File: config.mk
export PLATFORM = sky130hd
export DESIGN_NAME = sar_adc_sequencer
export DESIGN_NICKNAME = d
export VERILOG_FILES = /design/src/rtl/sar_adc_sequencer.sv
export SDC_FILE = /design/constraint.sdc
export NUM_CORES = 1
export LEC_CHECK = 0
export CORE_UTILIZATION = 54
export DETAILED_ROUTE_END_ITERATION = 10
export HOLD_SLACK_MARGIN = 0.06
export PLACE_DENSITY = 0.91
export SETUP_SLACK_MARGIN = 0.3
export SLEW_MARGIN = 20
export SYNTH_ARGS = -nofsm -noshare
export SYNTH_HDL_FRONTEND = slang
export SYNTH_SLANG_ARGS = --single-unit
File: constraint.sdc
create_clock -name clk -period 2.9 [get_ports clk]
set_input_delay 0.87 -clock clk [delete_from_list [all_inputs] [get_ports clk]]
set_output_delay 0.87 -clock clk [all_outputs]
set_load 0.01 [all_outputs]
File: src/rtl/sar_adc_sequencer.sv
// sar_adc_sequencer: paces SAR ADC conversions, averages 2^AVG_LOG2 results, one-deep valid/ready output.
//   clk, rst                      : clock, synchronous active-high reset
//   enable, period                : run control; conversion spacing is period+1 cycles
//   adc_start, adc_eoc, adc_dout  : ADC handshake (start pulse, end-of-conversion level, data)
//   sample, sample_valid/ready    : averaged result and its output handshake
//   overrun, timeout_err, clr_err : sticky error flags and their common clear
module sar_adc_sequencer #(
    parameter int AVG_LOG2 = 2,
    parameter int TIMEOUT  = 15,
    parameter int PER_W    = 16
) (
    input  logic             clk,
    input  logic             rst,
    input  logic             enable,
    input  logic [PER_W-1:0] period,
    output logic             adc_start,
    input  logic             adc_eoc,
    input  logic [7:0]       adc_dout,
    output logic [7:0]       sample,
    output logic             sample_valid,
    input  logic             sample_ready,
    output logic             overrun,
    output logic             timeout_err,
    input  logic             clr_err
);
    localparam int ACC_W = 8 + AVG_LOG2;
    localparam int WC_W  = $clog2(TIMEOUT + 1);
    localparam logic [AVG_LOG2:0] NCONV = (AVG_LOG2 + 1)'(1 << AVG_LOG2);

    typedef enum logic [1:0] {IDLE, START, WAIT, EMIT} state_t;

    state_t            state;
    logic [PER_W-1:0]  rc;
    logic              pending;
    logic [WC_W-1:0]   wcnt;
    logic [ACC_W-1:0]  acc;
    logic [AVG_LOG2:0] cnt;
    logic              tick;
    logic [AVG_LOG2:0] cnt_inc;
    logic [ACC_W-1:0]  acc_sum;
    logic [7:0]        avg;
    logic              take;

    // >= rather than == so a period lowered mid-count wraps at once instead of running to 2^PER_W
    assign tick    = enable && rc >= period;
    assign cnt_inc = cnt + 1'b1;
    assign acc_sum = acc + ACC_W'(adc_dout);
    assign avg     = 8'(acc >> AVG_LOG2);
    // the output register can accept a result if empty or being drained this cycle
    assign take    = !sample_valid || sample_ready;

    always_ff @(posedge clk) begin
        if (rst) begin
            state        <= IDLE;
            rc           <= '0;
            pending      <= 1'b0;
            wcnt         <= '0;
            acc          <= '0;
            cnt          <= '0;
            adc_start    <= 1'b0;
            sample       <= 8'h00;
            sample_valid <= 1'b0;
            overrun      <= 1'b0;
            timeout_err  <= 1'b0;
        end else begin
            rc          <= (!enable || tick) ? '0 : rc + 1'b1;
            adc_start   <= 1'b0;
            overrun     <= overrun && !clr_err;
            timeout_err <= timeout_err && !clr_err;
            if (sample_valid && sample_ready)
                sample_valid <= 1'b0;
            if (tick)
                pending <= 1'b1;
            // later assignments below override: entering START clears pending, set events beat clr_err
            case (state)
                IDLE: begin
                    if (!enable) begin
                        acc     <= '0;
                        cnt     <= '0;
                        pending <= 1'b0;
                    end else if (pending) begin
                        pending   <= 1'b0;
                        adc_start <= 1'b1;
                        state     <= START;
                    end
                end
                START: begin
                    wcnt  <= '0;
                    state <= WAIT;
                end
                WAIT: begin
                    if (adc_eoc) begin
                        acc   <= acc_sum;
                        cnt   <= cnt_inc;
                        state <= (cnt_inc == NCONV) ? EMIT : IDLE;
                    end else if (wcnt == WC_W'(TIMEOUT - 1)) begin
                        timeout_err <= 1'b1;
                        state       <= IDLE;
                    end else begin
                        wcnt <= wcnt + 1'b1;
                    end
                end
                EMIT: begin
                    acc   <= '0;
                    cnt   <= '0;
                    state <= IDLE;
                    if (take) begin
                        sample       <= avg;
                        sample_valid <= 1'b1;
                    end else begin
                        overrun <= 1'b1;
                    end
                end
                default: state <= IDLE;
            endcase
        end
    end
endmodule

==> results of run 1 <==
[sequential cells by signal, indices dropped and copies added, names as in the netlist]
register,cells
sample,8
acc,10
sample_valid,1
cnt,3
state,2
timeout_err,1
adc_start,1
pending,1
rc,16
wcnt,4
overrun,1
[kinds of logic after synthesis]
| kind of cell | Yosys count | synth area share (%) |
|---|---|---|
| AO/OA/AOI/OAI | 56 | 13.84 |
| XOR/XNOR | 21 | 6.806 |
| adder cells (fa/ha/maj) | 30 | 14.17 |
| buffers and inverters | 33 | 5.185 |
| flip-flops | 48 | 35.56 |
| multiplexers | 9 | 3.518 |
| AND/OR/NAND/NOR | 114 | 20.93 |
[final cells by class]
cell class / instances / area, sq um / area share [%]
multi-input combinational: 231 / 1653 / 49.62
sequential: 48 / 960.9 / 28.85
timing repair buffer: 48 / 465.4 / 13.97
inverter: 24 / 90.09 / 2.705
tap: 67 / 83.83 / 2.517
clock buffer: 6 / 72.57 / 2.179
clock inverter: 1 / 5.005 / 0.1503
[cells in the mapped netlist (all sizes together), types with 5 or more instances]
library cell,n
ha,29
mux2i,8
dfxtp,48
nor3,7
clkbuf,5
o21a,5
nand2,21
xnor2,13
a21oi,24
o21ai,5
inv,24
xor2,8
nor2,55
nand3,9
[metal layers]
layer | GRT usage, % | routed length, microns | up-vias
met5 | 0 | 0 | -
met4 | 8.715 | 184 | 0
met3 | 6.077 | 343 | 25
met2 | 41.54 | 2842 | 87
met1 | 23.60 | 2362 | 1073
li1 | - | - | 1156
[worst paths after layout]
kind | from | to | slack, ns
setup / recovery | period[7] | rc[3]$_SDFF_PP0_ | 0.34
hold / removal | timeout_err$_SDFF_PP0_ | timeout_err$_SDFF_PP0_ | 0.46
hold reg to reg | timeout_err$_SDFF_PP0_ | timeout_err$_SDFF_PP0_ | 0.46
setup reg to reg | acc[0]$_SDFFE_PP0P_ | acc[6]$_SDFFE_PP0P_ | 0.93
[cells in the final DEF, fill, tap and decap left out, types with 2 or more instances in the layout]
cell,count
a22oi_1,4
xor2_1,8
and3_1,4
dfxtp_1,48
nand4b_1,2
ha_1,28
nor3_2,2
nor2b_1,3
o21a_1,4
o21ai_0,4
nand4_1,3
o31ai_1,2
nand2b_1,2
clkdlybuf4s50_1,40
a32oi_1,2
mux2i_1,8
o211ai_1,2
nand3_1,8
inv_1,24
a21oi_2,2
clkbuf_8,5
a21oi_1,21
a21o_1,3
xnor2_1,13
nand2_1,21
nor2_1,53
nand3b_1,3
buf_4,7
a211o_1,2
nor3_1,4
[worst max-delay path, cell delays in order]
cell	delay [ns]
clkdlybuf4s50_1	0.45
inv_1	0.04
ha_1	0.30
a21oi_1	0.15
o21ai_0	0.16
a21oi_1	0.40
nand3_2	0.26
nor2_1	0.17
[per-stage QoR]
stage	utilization (%)	instances	setup WS (ns)	instance area, sq um
floorplan	-	311	0.4666	2703
global placement	66.97	415	0.02570	3184
detailed placement	66.97	415	-0.04014	3184
CTS	68.68	422	0.3312	3266
global route	70.05	425	0.1854	3331
finish	70.05	425	0.3421	3331
[power by group through the flow]
stage | sequential (mW) | clock [mW] | combinational [mW]
final | 0.661 | 0.378 | 0.107
after global routing | 0.661 | 0.418 | 0.119
after floorplan | 0.676 | 0 | 0.0491
after global placement | 0.677 | 0 | 0.0996
after CTS | 0.661 | 0.384 | 0.105
after detailed placement | 0.677 | 0 | 0.104
[timing repair]
item / 4_1_cts / 5_1_grt
setup buffers: 0 / 2
endpoints found under the setup margin: 1 / 19
pin swaps: 0 / 7
gates cloned: 0 / 1
gates resized for setup: 1 / 8
==> flow_summary.yaml, run 1 <==
yosys:
  ys_types: 50
  yosysTopAreaCell: "dfxtp_1"
  ys_seq_elements: 48
  synthArstFlopShare_pct: 0
  syn_inst: 311
  synth_seq_area_share_pct: 35.56
  synth.avg_cell_area_sq_um: 8.690
  synthTopCellsByArea: "dfxtp_1 (36%), ha_1 (13%), nor2_1 (7.4%), a21oi_1 (4.3%), xnor2_1 (4.2%)"
  synthFlopType: "dfxtp_1"
  synth-edff-count: 0
  synthesis.nets: 371
  synth_area_sq_um: 2703
  synth_top_area_share_pct: 35.56
  ys_warn_count: 0
global_routing:
  grt_use_total_pct: 22.25
  grt_pass1_vias: 2189
  grt_overflow: 0
  antenna_found_initial: 0
  grt_pass1_wl_microns: 9135
  grt_start_max_net_pins: 34
critical_path:
  arrival_ns: 2.80
  worst_setup_path_end_kind: "flop"
  reg2regPathDepth: 7
  path_class: "in2reg"
  crit_fanout: 8
  critPathLaunchType: "input port"
  crit_required_ns: 3.14
power_and_ir_drop:
  power_frac_seq_pct: 57.7
  ir_worst_vdd_uv: 224.7
  finalPower_mw: 1.146
  netSwitchingPower_mw: 0.2651
  power_density_nw_per_um2: 344.1
  power.internal_mw: 0.8812
  p_leak_nw: 1.376
  combPwrFrac_pct: 9.4
  switching_share_pct: 23.13
  clock_power_share_pct: 33.0
die:
  die_h_microns: 72.75
  initial_core_util_pct: 56.84
  row_count: 25
  die-area_sq_um: 5292
  chipWidth_microns: 72.75
  coreArea_sq_um: 4755
  io_pins: 42
hold_path:
  hold-path-cell-count: 2
  worstHoldPathType: "reg2reg"
drt:
  vias_per_cell: 5.508
  vias: 2341
  firstDrtPassIters: 4
  drc: 0
  antenna_left: 0
  first_iter_violations: 98
  routed_wirelength_microns: 5733
  wire_per_inst_microns: 13.49
clock_network:
  cts_tree: "yes"
  clockBufferDepth: 2
  htree_levels: 2
  postCtsHoldBufs: 0
  clock-sinks: 48
  insertion_delay_ns: 0.30
  cts_made_buffers: 5
  cts_root_buf: "clkbuf_8"
  clk_pin_slew_worst_paths_ns: 0.08
sta:
  period_share_pct: 88.20
  worst_pin_slew_ns: 0.4877
  slew_viol_final: 0
  rsz0062_at_grt: "no"
  min_period_ns: 2.558
  hold-worst-slack_ns: 0.4630
  relSlewSlack_pct: 67.44
  fin_setup_tns_ns: 0
  fin_worst_skew_ns: 0.01286
  setup_violations: 0
  fmax_mhz: 390.9
  hold_viol_final: 0
place:
  port_buffers: 41
  place_hpwl_microns: 4146
  gp_congestion: 0.8535
cells_and_area:
  fillers: 362
  final_nets: 418
  area_delta_synth_final_pct: 23.24
  diodes: 0
  drive_above_1_share_pct: 8.939
outcome:
  status: "completed"
flow_run:
  cap_violations: 0
(Power assumes the default switching activity.)
==> run 2, diff against run 1 <==
--- a/config.mk
+++ b/config.mk
@@ -9,8 +9,9 @@
 export DETAILED_ROUTE_END_ITERATION = 10
 export HOLD_SLACK_MARGIN = 0.06
 export PLACE_DENSITY = 0.91
+export REMOVE_ABC_BUFFERS = 1
 export SETUP_SLACK_MARGIN = 0.3
-export SLEW_MARGIN = 20
+export SLEW_MARGIN = 30
 export SYNTH_ARGS = -nofsm -noshare
 export SYNTH_HDL_FRONTEND = slang
 export SYNTH_SLANG_ARGS = --single-unit
==> run 2 against run 1 <==
- count of clock-buffer cells in the layout up 1
- maximum frequency up 2.0%
- global-route usage up 1.0 points
- flip-flop and latch count unchanged
- critical path type unchanged
- largest cell class unchanged
==> flow_summary.yaml, run 2 (synthesis gave the netlist of run 1 again) <==
outcome:
  status: "completed"
hold_path:
  whs_endpoint: "timeout_err$_SDFF_PP0_"
  hold-path-cell-count: 2
  hp-start: "timeout_err$_SDFF_PP0_"
  worstHoldPathType: "reg2reg"
critical_path:
  path_class: "in2reg"
  reg2regPathDepth: 7
  regToRegStartpoint: "acc[0]$_SDFFE_PP0P_"
  worst_setup_path_end_kind: "flop"
  r2r_setup_slack_ns: 1.06
  reg2reg_to: "acc[6]$_SDFFE_PP0P_"
  crit_fanout: 2
  critPathLaunchType: "input port"
  crit_required_ns: 3.12
  arrival_ns: 2.73
power_and_ir_drop:
  netSwitchingPower_mw: 0.2722
  power_density_nw_per_um2: 358.4
  switching_share_pct: 23.02
  combPwrFrac_pct: 9.0
  p_leak_nw: 1.349
  finalPower_mw: 1.182
  clock_power_share_pct: 35.1
  ir_worst_vdd_uv: 243.5
  power_frac_seq_pct: 55.9
  power.internal_mw: 0.9101
clock_network:
  clk_pin_slew_worst_paths_ns: 0.09
  htree_levels: 2
  clockBufferDepth: 2
  cts_root_buf: "clkbuf_8"
  postCtsSetupBuffers: 0
  postCtsHoldBufs: 0
  cts_made_buffers: 5
  clock-sinks: 48
  insertion_delay_ns: 0.30
  cts_tree: "yes"
drt:
  routed_wirelength_microns: 5522
  firstDrtPassIters: 4
  drc: 0
  vias: 2254
  vias_per_cell: 5.354
  antenna_left: 0
  wire_per_inst_microns: 13.12
  first_iter_violations: 88
cells_and_area:
  top_register: "rc"
  largest_register_ffs: 16
  final_common_cell: "nor2_1"
  finalNonFillerCells: 421
  final_nets: 413
  final_area_sq_um: 3298
  diodes: 0
  final_cell_mix: "nor2_1 (53), dfxtp_1 (48), clkdlybuf4s50_1 (41), ha_1 (29), inv_1 (24)"
  drive_above_1_share_pct: 7.345
  area_delta_synth_final_pct: 22.04
  utilization_pct: 69.37
  largestRegisters: "rc: 16 flops, acc: 10 flops, sample: 8 flops"
sta:
  slew_viol_final: 0
  hold_viol_final: 0
  fin_worst_skew_ns: 0.01082
  worst_pin_slew_ns: 0.4627
  min_period_ns: 2.508
  relSlewSlack_pct: 69.11
  setup_violations: 0
  rsz0062_at_grt: "no"
  period_share_pct: 86.49
  fmax_mhz: 398.7
  fin_setup_tns_ns: 0
global_routing:
  antenna_found_initial: 0
  grt_overflow: 0
  grt_pass1_vias: 2264
  grt_start_max_net_pins: 34
  grt_use_total_pct: 23.28
  grt_pass1_wl_microns: 9556
place:
  gp_congestion: 0.7947
  placed_cells: 413
  dpl_cell_area_sq_um: 3169
  place_hpwl_microns: 4094
  port_buffers: 41
die:
  chipWidth_microns: 72.75
  io_pins: 42
  die-area_sq_um: 5292
  row_count: 25
  initial_core_util_pct: 56.84
  die_h_microns: 72.75
  coreArea_sq_um: 4755
flow_run:
  cap_violations: 0
-- run 2: power groups by stage --
stage               clock network [mW]  registers [mW]  logic, mW
finish                           0.415           0.661      0.106
CTS                              0.425           0.661      0.104
global route                     0.453           0.662      0.119
detailed placement                   0           0.677      0.103
floorplan                            0           0.676     0.0418
global placement                     0           0.677     0.0985
-- run 2: critical path, stage by stage --
cell and delay (ns):
clkdlybuf4s50_1 0.40, ha_1 0.23, fa_2 0.35, a211o_2 0.34, a21oi_4 0.15, o21bai_1 0.09, xnor2_1 0.12, o31ai_1 0.17
-- run 2: per-layer routing --
metal / global-route usage, % / up-vias / wire length, microns
met5: 0 / - / 0
met1: 25.15 / 1051 / 2277
met4: 10.46 / 0 / 64
met3: 5.801 / 8 / 237
met2: 42.68 / 52 / 2942
li1: - / 1143 / -
-- run 2: worst max-delay path by stage --
stage | slack, ns | end | start
final | 0.39 | acc[6]$_SDFFE_PP0P_ | adc_dout[0]
after global routing | 0.31 | rc[4]$_SDFF_PP0_ | period[15]
after CTS | 0.32 | acc[6]$_SDFFE_PP0P_ | adc_dout[0]
after detailed placement | -0.07 | acc[6]$_SDFFE_PP0P_ | adc_dout[0]
after global placement | 0.02 | acc[6]$_SDFFE_PP0P_ | adc_dout[0]
after floorplan | 0.47 | acc[6]$_SDFFE_PP0P_ | adc_dout[0]
-- run 2: metrics by stage --
step | hold slack, ns | worst slack (ns)
6_report | 0.4666 | 0.3919
2_1_floorplan | 0.4297 | 0.4666
4_1_cts | 0.4718 | 0.3170
3_5_place_dp | 0.4589 | -0.06666
3_3_place_gp | 0.4470 | 0.01595
5_1_grt | 0.5110 | 0.3116
-- run 2: cell type report --
class                           instances  area [sq um]
Fill cell                             383          1456
Multi-Input combinational cell        230          1637
Clock inverter                          1         7.507
Clock buffer                            7         86.33
Timing Repair Buffer                   44         432.9
Sequential cell                        48         960.9
Inverter                               24         90.09
Tap cell                               67         83.83
-- run 2: repair_timing --
action,CTS,global route
cloned,0,0
gates resized for setup,1,5
endpoints found under the setup margin,2,20
endpoints found under the hold margin,0,0
